`config.mk`:
```
export PLATFORM = sky130hd
export DESIGN_NAME = fetch_sequencer
export DESIGN_NICKNAME = d
export VERILOG_FILES = /design/src/rtl/fetch_sequencer_pkg.sv /design/src/rtl/fetch_sequencer.sv
export SDC_FILE = /design/constraint.sdc
export NUM_CORES = 1
export LEC_CHECK = 0
export CAP_MARGIN = 20
export CORE_MARGIN = 2
export CORE_UTILIZATION = 40
export CTS_CLUSTER_SIZE = 25
export DETAILED_ROUTE_END_ITERATION = 12
export PLACE_DENSITY = 0.77
export SLEW_MARGIN = 20
export SYNTH_ARGS = -nofsm -noshare
export SYNTH_HDL_FRONTEND = slang
export SYNTH_SLANG_ARGS = --single-unit
```
`constraint.sdc`:
```
create_clock -name Clk -period 1.35 [get_ports Clk]
set_input_delay 0.27 -clock Clk [delete_from_list [all_inputs] [get_ports Clk]]
set_output_delay 0.27 -clock Clk [all_outputs]
set_load 0.01 [all_outputs]
```
`src/rtl/fetch_sequencer_pkg.sv`:
```
// rtl/fetch_sequencer_pkg.sv - shared fetch definitions: state encodings, reset PC, PC step
//
// Purpose: constants and types shared by the fetch sequencer and its
// surroundings (PCAdder step, default reset PC, FSM state encoding).
// Ports: none (package).

package fetch_sequencer_pkg;

  // Fetch FSM states; encodings are fixed so debug views stay stable.
  typedef enum logic [1:0] {
    ST_IDLE  = 2'd0,
    ST_ISSUE = 2'd1,
    ST_WAIT  = 2'd2,
    ST_FLUSH = 2'd3
  } fetch_state_e;

  localparam logic [31:0] DEFAULT_RESET_PC = 32'h0000_0000;

  // Distance between consecutive instructions; the external PCAdder adds this.
  localparam logic [31:0] PC_STEP = 32'd4;

  // Force a redirect target onto a word boundary.
  function automatic logic [31:0] align_pc(input logic [31:0] pc);
    return {pc[31:2], 2'b00};
  endfunction

endpackage

```
`src/rtl/fetch_sequencer.sv`:
```
// rtl/fetch_sequencer.sv - instruction-fetch sequencer with PC register, memory handshake and output slot
//
// Purpose: owns the program counter, issues one fetch at a time to
// instruction memory via IMemReq/IMemReady, holds the fetched word in a
// one-entry slot for decode (with Stall backpressure) and handles
// branch/jump redirects that flush an in-flight fetch.
//
// Ports:
//   Clk          in   clock, all state on rising edge
//   Reset        in   synchronous active-high reset
//   Stall        in   decode cannot accept the slot this cycle
//   Redirect     in   one-cycle redirect request
//   RedirectPC   in   [31:0] redirect target (low bits dropped, flagged)
//   PCAddResult  in   [31:0] PCResult + 4 from the external PCAdder
//   PCResult     out  [31:0] current PC, drives the PCAdder
//   IMemReq      out  fetch request
//   IMemAddr     out  [31:0] fetch address
//   IMemReady    in   memory response; transfer = IMemReq & IMemReady
//   IMemData     in   [31:0] instruction word, valid with IMemReady
//   InstrValid   out  output slot holds a word
//   Instruction  out  [31:0] fetched word
//   InstrPC      out  [31:0] address of Instruction
//   Misaligned   out  one-cycle pulse when an accepted redirect was misaligned

module fetch_sequencer
  import fetch_sequencer_pkg::*;
#(
  parameter logic [31:0] RESET_PC = DEFAULT_RESET_PC
) (
  input  logic        Clk,
  input  logic        Reset,
  input  logic        Stall,
  input  logic        Redirect,
  input  logic [31:0] RedirectPC,
  input  logic [31:0] PCAddResult,
  output logic [31:0] PCResult,
  output logic        IMemReq,
  output logic [31:0] IMemAddr,
  input  logic        IMemReady,
  input  logic [31:0] IMemData,
  output logic        InstrValid,
  output logic [31:0] Instruction,
  output logic [31:0] InstrPC,
  output logic        Misaligned
);

  fetch_state_e state_q, state_d;
  logic [31:0]  pc_q, pc_d;
  logic [31:0]  pend_addr_q, pend_addr_d;
  logic         instr_valid_q, instr_valid_d;
  logic [31:0]  instruction_q, instruction_d;
  logic [31:0]  instr_pc_q, instr_pc_d;
  logic         misaligned_q, misaligned_d;

  logic         imem_req;
  logic [31:0]  imem_addr;
  logic         slot_consumed;
  logic [31:0]  redirect_target;

  assign slot_consumed   = instr_valid_q & ~Stall;
  assign redirect_target = align_pc(RedirectPC);

  always_ff @(posedge Clk) begin
    if (Reset) begin
      state_q       <= ST_IDLE;
      pc_q          <= RESET_PC;
      pend_addr_q   <= 32'h0;
      instr_valid_q <= 1'b0;
      instruction_q <= 32'h0;
      instr_pc_q    <= 32'h0;
      misaligned_q  <= 1'b0;
    end else begin
      state_q       <= state_d;
      pc_q          <= pc_d;
      pend_addr_q   <= pend_addr_d;
      instr_valid_q <= instr_valid_d;
      instruction_q <= instruction_d;
      instr_pc_q    <= instr_pc_d;
      misaligned_q  <= misaligned_d;
    end
  end

  always_comb begin
    state_d       = state_q;
    pc_d          = pc_q;
    pend_addr_d   = pend_addr_q;
    instr_valid_d = instr_valid_q;
    instruction_d = instruction_q;
    instr_pc_d    = instr_pc_q;
    misaligned_d  = 1'b0;
    imem_req      = 1'b0;
    imem_addr     = pc_q;

    case (state_q)
      ST_IDLE: begin
        // Redirects are ignored here; the first fetch goes out next cycle.
        state_d = ST_ISSUE;
      end

      ST_ISSUE: begin
        // A redirect suppresses the request so the stale PC never reaches memory.
        imem_req  = ~Redirect & (~instr_valid_q | ~Stall);
        imem_addr = pc_q;
        if (Redirect) begin
          pc_d          = redirect_target;
          instr_valid_d = 1'b0;
          misaligned_d  = |RedirectPC[1:0];
        end else if (imem_req) begin
          pend_addr_d = pc_q;
          if (IMemReady) begin
            instruction_d = IMemData;
            instr_pc_d    = pc_q;
            instr_valid_d = 1'b1;
            pc_d          = PCAddResult;
          end else begin
            // Request accepted but not answered; the slot was consumed
            // (or empty), so it is freed while we wait.
            instr_valid_d = 1'b0;
            state_d       = ST_WAIT;
          end
        end else if (slot_consumed) begin
          instr_valid_d = 1'b0;
        end
      end

      ST_WAIT: begin
        // Request and address stay frozen until the memory answers.
        imem_req      = 1'b1;
        imem_addr     = pend_addr_q;
        instr_valid_d = 1'b0;
        if (Redirect) begin
          pc_d         = redirect_target;
          misaligned_d = |RedirectPC[1:0];
          state_d      = IMemReady ? ST_ISSUE : ST_FLUSH;
        end else if (IMemReady) begin
          instruction_d = IMemData;
          instr_pc_d    = pend_addr_q;
          instr_valid_d = 1'b1;
          pc_d          = PCAddResult;
          state_d       = ST_ISSUE;
        end
      end

      ST_FLUSH: begin
        // Drain the abandoned request; its data is dropped and PC kept.
        imem_req      = 1'b1;
        imem_addr     = pend_addr_q;
        instr_valid_d = 1'b0;
        if (Redirect) begin
          // A later redirect replaces the earlier target.
          pc_d         = redirect_target;
          misaligned_d = |RedirectPC[1:0];
        end
        if (IMemReady) begin
          state_d = ST_ISSUE;
        end
      end

      default: begin
        state_d = ST_IDLE;
      end
    endcase
  end

  assign PCResult    = pc_q;
  assign IMemReq     = imem_req;
  assign IMemAddr    = imem_addr;
  assign InstrValid  = instr_valid_q;
  assign Instruction = instruction_q;
  assign InstrPC     = instr_pc_q;
  assign Misaligned  = misaligned_q;

endmodule

```
Word level (Yosys, flattened, before mapping)
Cells that the tools add are included.
{"block": "word_totals", "wordCells": 71, "register_bits": 132}
{"block": "op_classes", "n_reduce_logical": 13, "mux": 32, "n_eq_ne": 12, "bitwise": 7}
{"op": "$mux 32", "count": 15}
{"op": "$pmux 32 s2", "count": 2}
{"op": "$pmux 32 s3", "count": 1}
{"op": "$ne 2x2->1 const B", "count": 7}
{"op": "$mux 2", "count": 6}
{"op": "$reduce_and 3->1", "count": 3}
{"op": "$pmux 2 s4", "count": 1}
{"op": "$reduce_and 6->1", "count": 1}
{"op": "$reduce_or 3->1", "count": 2}
{"op": "$mux 1", "count": 5}
{"op": "$eq 2x2->1 const B", "count": 2}
{"op": "$ne 4x4->1 const B", "count": 1}
{"op": "$not 1->1", "count": 4}
{"op": "$reduce_and 4->1", "count": 1}
{"op": "$reduce_or 2->1", "count": 2}
{"op": "$ne 3x3->1 const B", "count": 1}
{"op": "$pmux 1 s3", "count": 1}
{"op": "$reduce_bool 3->1", "count": 1}
{"op": "$and 1x1->1", "count": 2}
{"op": "$eq 2x1->1 const B", "count": 1}
{"op": "$logic_not 2->1", "count": 1}
{"op": "$pmux 1 s2", "count": 1}
{"op": "$reduce_and 2->1", "count": 1}
{"op": "$reduce_bool 2->1", "count": 1}
{"op": "$or 1x1->1", "count": 1}

Logic depth before layout (Yosys ltp)
Gate-level depths: netlist (run 1).
{"block": "logic_depth", "depth_word": 6, "depth_mapped": 7, "ltp_nobuf": 4}

Least setup slack after synthesis (run 1)
OpenSTA, ideal clock, no wires.
{"block": "synth_timing", "path_type": "reg2reg", "start": "register state_q[0]", "end": "register instr_pc_q[15], in the netlist InstrPC[15]", "setup_time_ns": 0.146, "slack_ns": -0.085, "path_stages_with_launch": 6, "arrival_ns": 1.289, "path_cell_list": "dfxtp_1 a21bo_2 o21a_4 nor2_4 buf_4 a211oi_2"}
{"block": "synth_between", "elab_chain_len": 3, "word_cells_on_any_way": 10}
{"item": "start, declared", "line_no": "fetch_sequencer.sv:47", "text": "fetch_state_e state_q, state_d;"}
{"item": "start signal, assigned", "line_no": "fetch_sequencer.sv:73", "text": "state_q <= state_d;"}
{"item": "$eq 2x1->1 / $eq 2x2->1 (equally long branches)", "line_no": "fetch_sequencer.sv:94", "text": "case (state_q)"}
{"item": "$ne 2x2->1 (no source line) / $reduce_bool 2->1 (equally long branches)"}
{"item": "$reduce_and 6->1 (no source line)"}
{"item": "end signal, assigned", "line_no": "fetch_sequencer.sv:78", "text": "instr_pc_q <= instr_pc_d;"}
{"item": "end, declared", "line_no": "fetch_sequencer.sv:52", "text": "logic [31:0] instr_pc_q, instr_pc_d;"}
Several ways; a longest one is shown, not always the timed one.
A chain may end at the register's enable or synchronous reset.

Final worst setup path (run 1)
{"block": "layout_timing", "start": "register state_q[1]", "end": "output IMemAddr[24]"}
{"block": "layout_between", "elab_chain_len": 3, "word_cells_on_any_way": 4}
{"item": "$eq 2x2->1", "line_no": "fetch_sequencer.sv:94"}
{"item": "$reduce_or 2->1 (no source line) (*)"}
{"item": "$mux 32 (*)", "line_no": "fetch_sequencer.sv:94"}
{"item": "end, declared", "line_no": "fetch_sequencer.sv:38", "text": "output logic [31:0] IMemAddr,"}
Mark *: on every way between the ends. The rest lies on a longest branch, timed or not.

==> run_results.csv, run 1 <==
group,metric,value,unit
hold_path,min_to,"pend_addr_q[16]$_SDFFE_PP0P_",
synthesis,synth_area,5952,um^2
clocking,cts_max_path_buffers,2,
power,power,12300,uW
setup_path,path_max_fanout,6,
global_routing,grt_use_total,0.2561,
clocking,cts_tree,"built",
global_routing,grt_pass1_vias,5944,
power,power_density,1055,nW/um^2
global_routing,grt_pass1_wl,32030,um
final_layout,layout_common_cells,"125 x dfxtp_1, 99 x clkdlybuf4s50_1, 65 x nand2_1, 65 x dlymetal6s2s_1, 57 x a211oi_2",
timing,worst_slack,-0.4894,ns
run_status,outcome,"finished with violations",
synthesis,yosys.area.top_type,"dfxtp_1",
final_layout,diodes,0,
final_layout,finalCoreUtilization,0.8023,
hold_path,worstHoldStart,"Reset",
run_status,violations,"negative setup slack",
synthesis,yosysUniqueCellTypes,31,
routing,dr.pass1.iters,5,
global_routing,gr-total-overflow,0,
setup_path,reg2reg_depth,9,
routing,postRouteAntennaNets,0,
routing,drc,0,
global_routing,grt_max_degree,37,
synthesis,synth_cells,636,
setup_path,rrSetupSlack,-0.42,ns
global_routing,antenna_found_initial,0,
routing,wl_per_cell,21.48,um
synthesis,synth_top_area_share,0.4440,
clocking,cts.sinks,132,
die,ios,232,
clocking,clkLatencyLatePin,0.42,ns
final_layout,nets,1053,
setup_path,endpoint_kind,"primary output",
routing,routed_wl,24640,um
die,core_area,14530,um^2
routing,drtIter0Drc,404,
timing,setup_tns,-47.42,ns
final_layout,final_common_cell,"dfxtp_1",
hold_path,hp-class,"input port to flip-flop",
setup_path,cp_top_family,"flip-flops",
setup_path,crit_buf_inv,3,
timing,grt_setup_unrepaired,"true",
synthesis,ys_warn_count,0,
timing,worst_slew_pin_slew,0.3960,ns
die,die_area,15870,um^2
setup_path,startpoint_type,"flip-flop",
die,start_util,0.4095,
setup_path,cp_slowest_cell,"dfxtp_4",
synthesis,synth_nets,737,
timing,setup_viol,163,
power,ir_drop,0.0008487,V
clocking,cts_buffers,17,
routing,vias,6300,
hold_path,min_delay_path_depth,2,
placement,gp_congestion,0.7748,
setup_path,r2r-end,"Instruction[12]$_SDFFE_PP0P_",
setup_path,cp_slowest_stage_delay,0.43,ns
die,rows,44,
synthesis,yosys-top-cells-area,"dfxtp_1 44%, mux2i_1 10%, a21oi_1 8.5%, mux2_2 6.1%, a211oi_2 5.0%",
timing,min_period,1.839,ns
die,die_h,126.0,um
clocking,h-tree-depth,4,
synthesis,syn_avg_cell_area,9.358,um^2
timing,final.period_utilization,1.363,
setup_path,cp-startpoint,"state_q[1]$_SDFFE_PP0P_",
synthesis,synth_seq_cells,132,
timing,slew_viol_final,0,
routing,detail_route.vias_per_cell,5.493,
clocking,cts.clk_slew.worst_paths,0.06,ns
timing,fin_skew,0.005448,ns
placement,place_ws,-0.7419,ns
die,die_w,126.0,um
timing,max-slew-margin-rel,0.7360,
placement,hpwl,12410,um
clocking,root_buffer,"clkbuf_16",
setup_path,critical_path.cell_chain,"buf_12 -> buf_4 -> mux2_4 -> buf_6",
final_layout,syn_to_final_growth,95.92,%
setup_path,crit_type,"flip-flop to primary output",
timing,max_freq,543.7,MHz
timing,fin_hold_ws,0.2071,ns
power,leakage,0.005578,uW
setup_path,cp.required,1.08,ns
job,drv_cap,0,
setup_path,r2r_start,"state_q[1]$_SDFFE_PP0P_",
placement,io_buffers,231,
timing,final-hold-violation-count,0,
synthesis,yosysSeqAreaShare,0.4440,
final_layout,n_fill_cell,852,
final_layout,layout-drive-gt1-share,0.4766,
setup_path,cp_data_arrival_time,1.57,ns
## synthesized netlist by cell type
cell / n
inv_1: 1
nor2_1: 33
buf_1: 1
clkbuf_1: 26
a21oi_1: 101
nand2_1: 65
buf_4: 10
o21ai_2: 1
buf_2: 15
o221a_2: 1
mux2_2: 32
buf_6: 10
dfxtp_1: 132
nor2b_1: 1
o21ai_0: 32
a21boi_1: 1
o21a_4: 1
nand2b_1: 5
mux2i_1: 62
o2111a_1: 1
a21oi_4: 1
nor2_4: 1
a21bo_2: 1
or2_2: 1
clkbuf_2: 1
a211oi_1: 38
a211oi_2: 24
o221a_1: 1
or2_1: 2
nor3b_1: 1
nand3_1: 34
## area by class of cell
cell class	instances	area, um^2	share of cell area
well taps	184	230.2	0.01974
clock inverters	4	70.07	0.006009
repair buffers	360	4177	0.3582
inverters	1	3.754	0.0003219
multi-input cells	440	4018	0.3445
flip-flops and latches	132	2654	0.2276
clock buffers	26	509.2	0.04367
## per-layer routing
metal  track usage  part of all wire  vias to the layer above  routed length, um
li1              -                 -                     2916                  -
met1        0.3117              0.39                     3078               9644
met2        0.4311              0.52                      254              12920
met3       0.06245             0.058                       52               1431
met4        0.1112             0.026                        0                643
met5             0                 0                        -                  0
## through the flow
stage	cells	instance area, um^2
after floorplan	636	5983
after global placement	1063	8945
after detailed placement	1063	8945
after CTS	1115	9980
after global routing	1147	11660
final	1147	11660
## flip-flops by register name (all words and copies together), names as in the netlist
name         cells
InstrPC         32
InstrValid       1
Instruction     32
Misaligned       1
PCResult        32
pend_addr_q     32
state_q          2
## timing repair
item	CTS	global route
gates cloned	11	12
setup buffers	11	25
hold endpoints to repair	0	0
resized for setup	347	320
pin swaps	3	89
setup endpoints to repair	262	229
hold buffers	0	0
## logic make-up after synthesis
kind of cell	synth area share
and+or+nand+nor	0.1030
AOI/OAI and AO/OA	0.2256
muxes	0.1648
buffers and inverters	0.06264
DFF	0.4440
## worst max-delay path by stage
stage	to	slack [ns]	cells after the start
4_1_cts	PCResult[29]$_SDFFE_PP0P_	-0.59	8
2_1_floorplan	pend_addr_q[19]$_SDFFE_PP0P_	0.004	6
5_1_grt	IMemReq	-0.52	4
3_5_place_dp	IMemReq	-0.74	5
3_3_place_gp	IMemReq	-0.74	5
6_report	IMemAddr[24]	-0.49	4
## power by group
group | internal [uW] | switching, uW
clock network | 2940 | 1670
logic | 1850 | 1580
registers | 4120 | 142
No activity file was read; power rests on OpenSTA's default activity.
==> run 2: changes to the inputs <==
--- a/config.mk
+++ b/config.mk
@@ -12,4 +12,5 @@
 export DETAILED_ROUTE_END_ITERATION = 12
 export PLACE_DENSITY = 0.77
+export SKIP_CTS_REPAIR_TIMING = 1
 export SLEW_MARGIN = 20
 export SYNTH_ARGS = -nofsm -noshare
==> constraint.sdc (replaced) <==
create_clock -name Clk -period 1.35 [get_ports Clk]
set_input_delay 0.2025 -clock Clk [delete_from_list [all_inputs] [get_ports Clk]]
set_output_delay 0.2025 -clock Clk [all_outputs]
set_load 0.01 [all_outputs]
==> run 2 against run 1 <==
  * The run still ends with negative setup slack left
  * Power down 3.2%
  * Clock power up 8.3%
  * Cell count down 3.4%
  * Clock skew up 0.0025 ns
  * Setup slack better by 0.10 ns
  * First-iteration DRC count down 31%
==> run_results.csv, run 2 (synthesized netlist as in run 1, its figures left out) <==
group,metric,value,unit
run_status,outcome,"finished with violations",
run_status,violations,"negative setup slack",
routing,vias,5927,
setup_path,crit_type,"flip-flop to primary output",
clocking,h-tree-depth,4,
power,power_density,1154,nW/um^2
routing,dr.pass1.iters,7,
die,ios,232,
final_layout,finalCoreUtilization,0.7099,
timing,max-slew-margin-rel,0.7213,
die,core_area,14530,um^2
power,p_switching,3065,uW
clocking,cts.sinks,132,
placement,io_buffers,231,
power,p_sw_frac,0.2574,
timing,worst_slack,-0.3855,ns
final_layout,final_cells,1108,
global_routing,grt_pass1_vias,5530,
placement,placed_area,8825,um^2
setup_path,path_max_fanout,5,
die,die_w,126.0,um
timing,min_period,1.735,ns
final_layout,fin_area,10320,um^2
clocking,root_buffer,"clkbuf_16",
timing,fin_skew,0.007953,ns
setup_path,critical_path.cell_chain,"clkbuf_16 -> buf_12 -> mux2_4 -> buf_6",
routing,routed_wl,20470,um
clocking,clkLatencyLatePin,0.42,ns
timing,setup_viol,162,
power,clock_power_share,0.418,
global_routing,antenna_found_initial,1,
die,rows,44,
power,leakage,0.005571,uW
placement,hpwl,11950,um
routing,detail_route.vias_per_cell,5.349,
setup_path,cp_slowest_cell,"dfxtp_4",
routing,postRouteAntennaNets,0,
power,internal_power,8845,uW
clocking,cts.clk_slew.worst_paths,0.06,ns
power,seqPwrFrac,0.357,
die,start_util,0.4095,
setup_path,cp_slowest_stage_delay,0.40,ns
clocking,cts_max_path_buffers,2,
die,die_h,126.0,um
global_routing,grt_max_degree,52,
placement,gp_congestion,0.7608,
setup_path,cp.required,1.15,ns
power,power_frac_comb,0.225,
routing,drtIter0Drc,280,
setup_path,endpoint_kind,"primary output",
setup_path,cp_data_arrival_time,1.53,ns
final_layout,final_common_cell,"dfxtp_1",
final_layout,layout_common_cells,"127 x dfxtp_1, 99 x clkdlybuf4s50_1, 98 x dlymetal6s2s_1",
timing,worst_slew_pin_slew,0.4181,ns
final_layout,layout-drive-gt1-share,0.2882,
job,drv_cap,0,
timing,final.period_utilization,1.286,
timing,setup_tns,-29.66,ns
timing,grt_setup_unrepaired,"true",
routing,drc,0,
global_routing,gr-total-overflow,0,
timing,slew_viol_final,0,
clocking,cts_buffers,17,
power,ir_drop,0.0009086,V
final_layout,syn_to_final_growth,73.34,%
setup_path,startpoint_type,"flip-flop",
hold_path,hp-class,"input port to flip-flop",
clocking,cts_tree,"built",
final_layout,nets,1011,
placement,place_inst,1052,
global_routing,grt_use_total,0.2238,
timing,max_freq,576.2,MHz
timing,final-hold-violation-count,0,
die,die_area,15870,um^2
placement,place_ws,-0.6010,ns
global_routing,grt_pass1_wl,28690,um
routing,wl_per_cell,18.47,um
run 2: cell types whose count changed in the layout (fill, tap and decap cells not counted), sizes merged:
cell,delta
buf,-96
dlymetal6s2s,+33
clkbuf,+19
bufinv,+2
clkinv,+1
clkinvlp,+1
diode,+1
run 2: path summary, 6_finish.rpt:
| path | cells after the start | to | slack (ns) | start |
|---|---|---|---|---|
| max reg2reg | 6 | PCResult[6]$_SDFFE_PP0P_ | -0.30 | state_q[1]$_SDFFE_PP0P_ |
| max | 4 | IMemAddr[29] | -0.39 | state_q[1]$_SDFFE_PP0P_ |
| min reg2reg | 2 | pend_addr_q[28]$_SDFFE_PP0P_ | 0.47 | pend_addr_q[28]$_SDFFE_PP0P_ |
| min | 2 | InstrPC[0]$_SDFFE_PP0P_ | 0.11 | Reset |
run 2: layout make-up:
| cell class | count | area [um^2] |
|---|---|---|
| repair buffers | 318 | 3546 |
| diodes | 1 | 2.502 |
| clock inverters | 8 | 146.4 |
| fillers | 1074 | 4217 |
| clock buffers | 24 | 491.7 |
| inverters | 1 | 3.754 |
| multi-input cells | 440 | 3246 |
| flip-flops and latches | 132 | 2651 |
| well taps | 184 | 230.2 |
run 2: worst max-delay path: cells and delay by family (launching register included):
family,cells,cell delay [ns]
flops,1,0.40
buf+inv,3,0.41
mux,1,0.31
run 2: power groups by stage:
| stage | combinational (uW) | sequential [uW] | clock (uW) |
|---|---|---|---|
| after detailed placement | 2390 | 4320 | 0 |
| after global routing | 2850 | 4270 | 5200 |
| final | 2680 | 4250 | 4980 |
| after global placement | 2360 | 4310 | 0 |
| after CTS | 2400 | 4240 | 5040 |
| after floorplan | 983 | 4440 | 0 |
run 2: stage by stage:
| stage | total power, uW | hold slack, ns |
|---|---|---|
| 6_report | 11910 | 0.1075 |
| 5_1_grt | 12330 | 0.1038 |
| 4_1_cts | 11680 | 0.09021 |
| 3_5_place_dp | 6706 | 0.4579 |
| 3_3_place_gp | 6677 | 0.4527 |
| 2_1_floorplan | 5422 | 0.2712 |
run 2: per-layer routing:
| layer | global-route usage | wire [um] | vias up |
|---|---|---|---|
| met1 | 0.2704 | 8386 | 2835 |
| met3 | 0.06330 | 1234 | 44 |
| met4 | 0.09244 | 628 | 0 |
| li1 | - | - | 2837 |
| met5 | 0 | 0 | - |
| met2 | 0.3748 | 10220 | 211 |
==> run 3: changes to the inputs <==
- TNS_END_PERCENT: not set -> 30
==> run 3 against run 2 <==
  * The run still ends with negative setup slack left
  * Power decreased by 0.46%
  * Routed wire length increased by 2.8%
  * Critical endpoint is now IMemAddr[25]
  * Critical path depth rose by 1
  * Global-route usage up 0.32 points
  * Clock power decreased by 2%
  * Via count grew 1.3%
  * Die area is the same
  * Setup slack got worse by 0.051 ns
  * Hold slack improved by 0.080 ns
  * Clock skew rose by 0.00054 ns
==> run_results.csv, run 3 (synthesized netlist as in run 1, its figures left out) <==
group,metric,value,unit
run_status,outcome,"finished with violations",
run_status,violations,"negative setup slack",
setup_path,cp_slowest_stage_delay,0.36,ns
setup_path,cp_data_arrival_time,1.58,ns
final_layout,n_fill_cell,1048,
timing,grt_setup_unrepaired,"true",
die,die_h,126.0,um
global_routing,grt_pass1_wl,28840,um
timing,worst_slew_pin_slew,0.3470,ns
die,ios,232,
placement,gp_congestion,0.7528,
timing,final.period_utilization,1.324,
power,power_density,1144,nW/um^2
die,start_util,0.4095,
timing,worst_slack,-0.4369,ns
clocking,cts.clk_slew.worst_paths,0.06,ns
power,leakage,0.005654,uW
die,die_area,15870,um^2
global_routing,gr-total-overflow,0,
setup_path,crit_type,"flip-flop to primary output",
clocking,cts_max_path_buffers,2,
timing,setup_viol,161,
setup_path,cp.required,1.15,ns
clocking,clkLatencyLatePin,0.42,ns
hold_path,hp-class,"input port to flip-flop",
final_layout,layout-drive-gt1-share,0.2952,
job,drv_cap,0,
power,ir_drop,0.0009293,V
setup_path,cp_top_family,"buffers and inverters",
placement,place_ws,-0.6260,ns
timing,fin_skew,0.008492,ns
routing,drtIter0Drc,333,
setup_path,critical_path.cell_chain,"buf_6 -> clkbuf_16 -> buf_6 -> mux2_4 -> buf_6",
clocking,cts.sinks,132,
routing,vias,6007,
clocking,cts_tree,"built",
timing,slew_viol_final,0,
final_layout,seq_area,2654,um^2
routing,dr.pass1.iters,5,
final_layout,nets,1023,
global_routing,antenna_found_initial,0,
global_routing,grt_pass1_vias,5642,
timing,setup_tns,-40.91,ns
routing,wl_per_cell,18.80,um
timing,max-slew-margin-rel,0.7687,
setup_path,startpoint_type,"flip-flop",
setup_path,crit_buf_inv,4,
timing,final-hold-violation-count,0,
setup_path,endpoint_kind,"primary output",
routing,detail_route.vias_per_cell,5.368,
clocking,cts_buffers,17,
final_layout,final_common_cell,"dfxtp_1",
final_layout,fin_area,10360,um^2
routing,routed_wl,21040,um
final_layout,diodes,0,
timing,min_period,1.787,ns
global_routing,grt_max_degree,41,
setup_path,path_max_fanout,5,
timing,fin_hold_ws,0.1873,ns
placement,io_buffers,231,
setup_path,cp_slowest_cell,"dfxtp_4",
die,rows,44,
timing,max_freq,559.6,MHz
placement,hpwl,12250,um
clocking,h-tree-depth,4,
final_layout,multiInputGateArea,3216,um^2
die,core_area,14530,um^2
routing,drc,0,
routing,postRouteAntennaNets,0,
placement,placed_area,8880,um^2
setup_path,cpMostUsedCell,"buf_6",
final_layout,syn_to_final_growth,74.12,%
clocking,root_buffer,"clkbuf_16",
die,die_w,126.0,um
final_layout,layout_common_cells,"125 x dfxtp_1, 99 x clkdlybuf4s50_1, 98 x dlymetal6s2s_1",
global_routing,grt_use_total,0.2270,
-- run 3: routing by layer --
metal / global-route usage / vias to the layer above / routed length, um / part of all wire
li1: - / 2859 / - / -
met1: 0.2704 / 2904 / 8683 / 0.41
met2: 0.3843 / 204 / 10640 / 0.51
met3: 0.06160 / 40 / 1202 / 0.057
met4: 0.09890 / 0 / 509 / 0.024
met5: 0 / - / 0 / 0
-- run 3: stage by stage --
stage	instances	total power [uW]	utilization
after floorplan	636	5421	-
after global placement	1056	6690	0.6110
after detailed placement	1056	6720	0.6110
after CTS	1088	11590	0.6544
after global routing	1119	12290	0.7131
final	1119	11850	0.7131
-- run 3: final timing paths --
path	startpoint	endpoint	slack, ns	cells past startpoint
max	state_q[1]$_SDFFE_PP0P_	IMemAddr[25]	-0.44	5
min	Reset	PCResult[16]$_SDFFE_PP0P_	0.19	2
max reg2reg	state_q[1]$_SDFFE_PP0P_	PCResult[18]$_SDFFE_PP0P_	-0.43	8
min reg2reg	pend_addr_q[19]$_SDFFE_PP0P_	pend_addr_q[19]$_SDFFE_PP0P_	0.47	2
-- run 3: area by class of cell --
type,count,area share
timing repair buffer,329,0.3501
multi-input combinational,441,0.3103
sequential,132,0.2561
clock inverter,8,0.01159
tap,184,0.02221
clock buffer,24,0.04938
inverter,1,0.0003622
-- run 3: where the power goes --
part | total, uW | internal [uW] | switching [uW] | leakage (uW)
Combinational | 2720 | 1450 | 1270 | 0.00427
Sequential | 4250 | 4120 | 130 | 0.00108
Clock | 4890 | 3190 | 1700 | 0.000308
